===== src/rtl/keyboard_event_queue_if.sv =====
// Key-event stream from the scancode queue to the CPU side.
// [9] break, [8] extended, [7:0] scancode.
interface keyboard_event_queue_if;
  logic [9:0] ev_data;
  logic       ev_valid;
  logic       ev_ready;

  modport master (output ev_data, output ev_valid, input ev_ready);
  modport slave  (input ev_data, input ev_valid, output ev_ready);
endinterface


===== src/rtl/keyboard_event_queue.sv =====
// Folds PS/2 set-2 E0/F0 prefixes into single key events and queues them in a
// first-word-fall-through FIFO. Stale prefixes are dropped after TIMEOUT cycles.
module keyboard_event_queue #(
  parameter int unsigned DEPTH   = 8,
  parameter int unsigned TIMEOUT = 100000
) (
  input  logic                      clk,
  input  logic                      rst_n,
  input  logic [7:0]                kb_data,
  input  logic                      kb_valid,
  keyboard_event_queue_if.master    ev,
  output logic [$clog2(DEPTH):0]    ev_count,
  output logic                      overflow,
  input  logic                      clr_ovf
);

  localparam int unsigned AW = $clog2(DEPTH);
  localparam int unsigned TW = $clog2(TIMEOUT + 1);
  localparam logic [AW:0]   FullCnt = (AW + 1)'(DEPTH);
  localparam logic [TW-1:0] TmoLast = TW'(TIMEOUT - 1);

  typedef enum logic [1:0] {StIdle, StExt, StBrk, StExtBrk} state_e;

  logic          s1_q, s2_q, prev_q;
  logic          strobe;
  state_e        state_q, state_d;
  logic [TW-1:0] tmo_q, tmo_d;
  logic          push;
  logic [9:0]    push_data;
  logic [9:0]    mem_q [DEPTH];
  logic [AW-1:0] wptr_q, wptr_d, rptr_q, rptr_d;
  logic [AW:0]   count_q, count_d;
  logic          ovf_q, ovf_d;
  logic          empty, full, pop, wr_en;
  logic          is_e0, is_f0;

  // kb_valid crosses from the ps2_clk domain; kb_data is held, so it is used unsynchronized.
  assign strobe = s2_q & ~prev_q;
  assign is_e0  = (kb_data == 8'hE0);
  assign is_f0  = (kb_data == 8'hF0);

  always_comb begin
    state_d   = state_q;
    tmo_d     = tmo_q;
    push      = 1'b0;
    push_data = '0;
    if (strobe) begin
      tmo_d = '0;
      unique case (state_q)
        StIdle: begin
          if (is_e0)      state_d = StExt;
          else if (is_f0) state_d = StBrk;
          else begin
            push      = 1'b1;
            push_data = {2'b00, kb_data};
          end
        end
        StExt: begin
          if (is_f0)      state_d = StExtBrk;
          else if (is_e0) state_d = StExt;
          else begin
            push      = 1'b1;
            push_data = {2'b01, kb_data};
            state_d   = StIdle;
          end
        end
        StBrk: begin
          if (is_e0)      state_d = StExt;
          else if (is_f0) state_d = StBrk;
          else begin
            push      = 1'b1;
            push_data = {2'b10, kb_data};
            state_d   = StIdle;
          end
        end
        StExtBrk: begin
          if (is_e0)      state_d = StExt;
          else if (is_f0) state_d = StExtBrk;
          else begin
            push      = 1'b1;
            push_data = {2'b11, kb_data};
            state_d   = StIdle;
          end
        end
      endcase
    end else if (state_q == StIdle) begin
      tmo_d = '0;
    end else if (tmo_q == TmoLast) begin
      state_d = StIdle;
      tmo_d   = '0;
    end else begin
      tmo_d = tmo_q + 1'b1;
    end
  end

  assign empty = (count_q == '0);
  assign full  = (count_q == FullCnt);
  assign pop   = ~empty & ev.ev_ready;
  // A full FIFO still accepts a push when the head leaves in the same cycle.
  assign wr_en = push & (~full | pop);

  always_comb begin
    wptr_d  = wptr_q + AW'(wr_en);
    rptr_d  = rptr_q + AW'(pop);
    count_d = count_q + (AW + 1)'(wr_en) - (AW + 1)'(pop);
    ovf_d   = clr_ovf ? 1'b0 : ovf_q;
    if (push & full & ~pop) ovf_d = 1'b1;
  end

  assign ev.ev_valid = ~empty;
  assign ev.ev_data  = empty ? '0 : mem_q[rptr_q];
  assign ev_count    = count_q;
  assign overflow    = ovf_q;

  always_ff @(posedge clk) begin
    if (wr_en) mem_q[wptr_q] <= push_data;
  end

  always_ff @(posedge clk or negedge rst_n) begin
    if (!rst_n) begin
      s1_q    <= 1'b0;
      s2_q    <= 1'b0;
      prev_q  <= 1'b0;
      state_q <= StIdle;
      tmo_q   <= '0;
      wptr_q  <= '0;
      rptr_q  <= '0;
      count_q <= '0;
      ovf_q   <= 1'b0;
    end else begin
      s1_q    <= kb_valid;
      s2_q    <= s1_q;
      prev_q  <= s2_q;
      state_q <= state_d;
      tmo_q   <= tmo_d;
      wptr_q  <= wptr_d;
      rptr_q  <= rptr_d;
      count_q <= count_d;
      ovf_q   <= ovf_d;
    end
  end

endmodule


===== src/flat_wrapper.sv =====
// flat-port wrapper written by rule: the top's interface ports become plain ports
module keyboard_event_queue_flat 
#(
  parameter int unsigned DEPTH   = 8,
  parameter int unsigned TIMEOUT = 100000
)
  (clk, rst_n, kb_data, kb_valid, ev_count, overflow, clr_ovf, ev_ev_data, ev_ev_valid, ev_ev_ready);
  keyboard_event_queue_if ev_i ();
  input  logic clk;
  input  logic rst_n;
  input  logic [7:0] kb_data;
  input  logic kb_valid;
  output logic [$clog2(DEPTH):0] ev_count;
  output logic overflow;
  input  logic clr_ovf;
  output wire logic [$bits(ev_i.ev_data)-1:0] ev_ev_data;
  output wire logic [$bits(ev_i.ev_valid)-1:0] ev_ev_valid;
  input wire logic [$bits(ev_i.ev_ready)-1:0] ev_ev_ready;
  assign ev_ev_data = ev_i.ev_data;
  assign ev_ev_valid = ev_i.ev_valid;
  assign ev_i.ev_ready = ev_ev_ready;
  keyboard_event_queue #(.DEPTH(DEPTH), .TIMEOUT(TIMEOUT)) u_core (.clk(clk), .rst_n(rst_n), .kb_data(kb_data), .kb_valid(kb_valid), .ev(ev_i), .ev_count(ev_count), .overflow(overflow), .clr_ovf(clr_ovf));
endmodule

===== config.mk =====
export PLATFORM = sky130hd
export DESIGN_NAME = keyboard_event_queue_flat
export DESIGN_NICKNAME = d
export VERILOG_FILES = /design/src/rtl/keyboard_event_queue_if.sv /design/src/rtl/keyboard_event_queue.sv /design/src/flat_wrapper.sv
export SDC_FILE = /design/constraint.sdc
export NUM_CORES = 1
export LEC_CHECK = 0
export BUFFER_PORTS_ARGS = -buffer_cell sky130_fd_sc_hd__buf_2
export CAP_MARGIN = 10
export CELL_PAD_IN_SITES_DETAIL_PLACEMENT = 1
export CELL_PAD_IN_SITES_GLOBAL_PLACEMENT = 1
export CORE_MARGIN = 5
export CORE_UTILIZATION = 35
export DETAILED_ROUTE_END_ITERATION = 8
export GPL_TIMING_DRIVEN = 0
export PLACE_DENSITY = 0.56
export SYNTH_ARGS = -nofsm -noshare
export SYNTH_HDL_FRONTEND = slang
export SYNTH_SLANG_ARGS = --single-unit

===== constraint.sdc =====
create_clock -name clk -period 3.7 [get_ports clk]
set_input_delay 0.74 -clock clk [delete_from_list [all_inputs] [get_ports clk]]
set_output_delay 0.74 -clock clk [all_outputs]
set_load 0.05 [all_outputs]

==> metrics.cfg <==
[status]
status = complete, no violations

[worst_setup_path]
cp.required_ns = 2.96
crit_fanout = 10
r2r-end = u_core.mem_q[3][6]
worst_ep_arrival_time_ns = 2.48
critPathLaunch = u_core.rptr_q[1]
reg2regPathDepth = 4
startpoint_type = flop
critPathCapture = ev_ev_data[7]
reg2reg_slack_ns = 0.75
crit_type = flop to output pin
regToRegStartpoint = u_core.s2_q
critPathCaptureType = output pin

[yosys]
ys_async_sr_fraction_pct = 29.2
yosysWarnings = 0
synth-edff-count = 80
syn_area_per_cell_um2 = 15.0
netlist_area_um2 = 4790
synth_cell_type_count = 45
yosys.area.top_type = edfxtp_1
synth_seq_area_share_pct = 67.3
synth_top_area_share_pct = 50.1
synth_seq_cells = 113
syn_inst = 319
synth_flop_cell = edfxtp_1
synthTopCellsByArea = edfxtp_1 (50%), dfrtp_1 (17%), mux4_2 (5.2%), ha_1 (2.9%), a211oi_1 (2.8%)
synth_nets = 344

[floorplan]
die_y_um = 127
initial_core_util_pct = 35.9
fp-row-count = 42
core-area_um2 = 13300
ios = 29
fp.dieW_um = 127
die_area_um2 = 16100

[layout]
fillers = 1392
insertedDiodeCount = 0
area_growth_pct = 19.6
final_cell_mix = edfxtp_1 (80), dfrtp_1 (33), buf_2 (32)
final_nets = 396
seq_area_um2 = 3230
final_common_cell = edfxtp_1
drive_above_1_share_pct = 20.6
multi_input_area_um2 = 1480

[clock_tree]
cts_setup_buffers = 0
root_buffer = clkbuf_16
hold_buffers = 0
cts.clk_slew.worst_paths_ns = 0.05
cts.path.max_buffers = 2
cts-htree-levels = 4
insertion_delay_ns = 0.41
post_cts_resized = 0
cts_buffers = 17
cts_tree = done
clock_sinks = 113

[grt]
first_global_vias = 2916
grt.overflow.total = 0
grt_max_degree = 34
grtUsageTotal_pct = 13.9
grt_pass1_wl_mm = 16.4
antenna_found_initial = 0

[timing]
drv_slew = 0
setup_viol = 0
fin_crit_sh_pct = 87.1
setup_ws_ns = 0.476
relSlewSlack_pct = 24.3
finClkSkew_ns = 0.00729
tightest_slew_ns = 1.13
final-hold-violation-count = 0
max_freq_mhz = 310
rsz0062_at_grt = no
period_minus_slack_ns = 3.22
finalSetupTns_ns = 0

[placement]
portBuffers = 28
place_hpwl_mm = 7.00
globalplace.congestion = 0.721
preCtsSetupSlack_ns = 0.606

[route]
vias = 2797
dr.pass1.iters = 4
drc_errors = 0
routedWlPerCell_um = 18.6
drt_iter0_markers = 152
detail-route-antenna-nets = 0
viasPerCell = 5.00
finalWirelength_mm = 10.4

[pwr]
pwr-share-seq_pct = 34.8
sw_frac_of_total_pct = 36.2
intPower_w = 0.00287
power.density_nw_per_um2 = 785
ir_drop_v = 0.000391
pwr-share-comb_pct = 33.6
p_leak_nw = 2.11
power.switching_w = 0.00163
clkPwrFrac_pct = 31.6

[job]
cap_viol_max_count = 0

[min_path]
hold_depth = 0
hold_path_class = flop to flop

## critical path: stages (launching register included)
cell      delay [ns]
dfrtp_1         0.37
buf_2           0.30
buf_1           0.52
mux2i_1         0.16
a211oi_1        0.28
o21a_1          0.18
buf_2           0.26
## sequential cells by signal, summed over array words and instances (netlist names)
| name | flops |
|---|---|
| u_core.mem_q | 80 |
| u_core.tmo_q | 17 |
| u_core.ev_count | 4 |
| u_core.rptr_q | 3 |
| u_core.wptr_q | 3 |
| u_core.state_q | 2 |
| u_core.overflow | 1 |
| u_core.prev_q | 1 |
| u_core.s1_q | 1 |
| u_core.s2_q | 1 |
## synth_stat cells (3+ instances only)
library cell  count
xnor2_1           6
o21a_1            9
nor4_1            3
nand2b_1          4
inv_1            12
dfrtp_1          33
nand2_1           6
ha_1             11
buf_2             4
edfxtp_1         80
nor2b_1          11
or4_1             3
clkbuf_1          4
mux2i_1          10
nor2_1           25
a211oi_1         18
and2_1           13
a21oi_1           5
xor2_1           10
mux4_2           11
nand3_1           9
nor3_1            6
## power groups by stage
| stage | clock network (W) | registers [W] | logic (W) |
|---|---|---|---|
| floorplan | 0 | 0.00165 | 0.00106 |
| global placement | 0 | 0.00158 | 0.00150 |
| detailed placement | 0 | 0.00159 | 0.00154 |
| CTS | 0.00145 | 0.00157 | 0.00154 |
| global route | 0.00151 | 0.00158 | 0.00163 |
| finish | 0.00142 | 0.00157 | 0.00151 |
## logic make-up after synthesis
kind of cell    count (synthesis)  share of synthesized area [%]
xor+xnor                       16                           2.92
mux                            21                           7.26
compound gates                 41                           6.24
flops                         113                           67.3
buf+inv                        23                           1.98
fa+ha+maj                      12                           3.29
simple gates                   93                           11.0
## layer usage
metal	routed length, µm	vias up	part of all wire (%)	GRT usage [%]
met5	0	-	0	0
met4	198	0	1.9	6.44
met3	395	15	3.8	3.84
met2	4770	53	46	20.7
met1	5020	1421	48	18.8
li1	-	1308	-	-
## cell type report
| type | instances | area share, % |
|---|---|---|
| flip-flops and latches | 113 | 56.3 |
| multi-input cells | 183 | 25.8 |
| clock buffers | 22 | 7.75 |
| well taps | 176 | 3.84 |
| repair buffers | 33 | 3.43 |
| clock inverters | 9 | 1.18 |
| plain buffers | 11 | 0.873 |
| inverters | 12 | 0.786 |
## through the flow
| stage | area (µm²) | hold WS (ns) | util [%] | power (W) | std cells |
|---|---|---|---|---|---|
| global placement | 5150 | 0.332 | 38.6 | 0.00308 | 523 |
| detailed placement | 5190 | 0.343 | 38.9 | 0.00313 | 525 |
| global route | 5730 | 0.362 | 42.9 | 0.00473 | 559 |
| CTS | 5700 | 0.354 | 42.7 | 0.00456 | 556 |
| finish | 5730 | 0.349 | 42.9 | 0.00450 | 559 |
| floorplan | 4790 | 0.331 | - | 0.00271 | 319 |
## worst min path at each step
stage | start | to
floorplan | u_core.s1_q | u_core.s2_q
global placement | u_core.s1_q | u_core.s2_q
detailed placement | u_core.s1_q | u_core.s2_q
CTS | u_core.s1_q | u_core.s2_q
global route | u_core.s1_q | u_core.s2_q
finish | u_core.s1_q | u_core.s2_q
No activity file was read; power rests on OpenSTA's default activity.
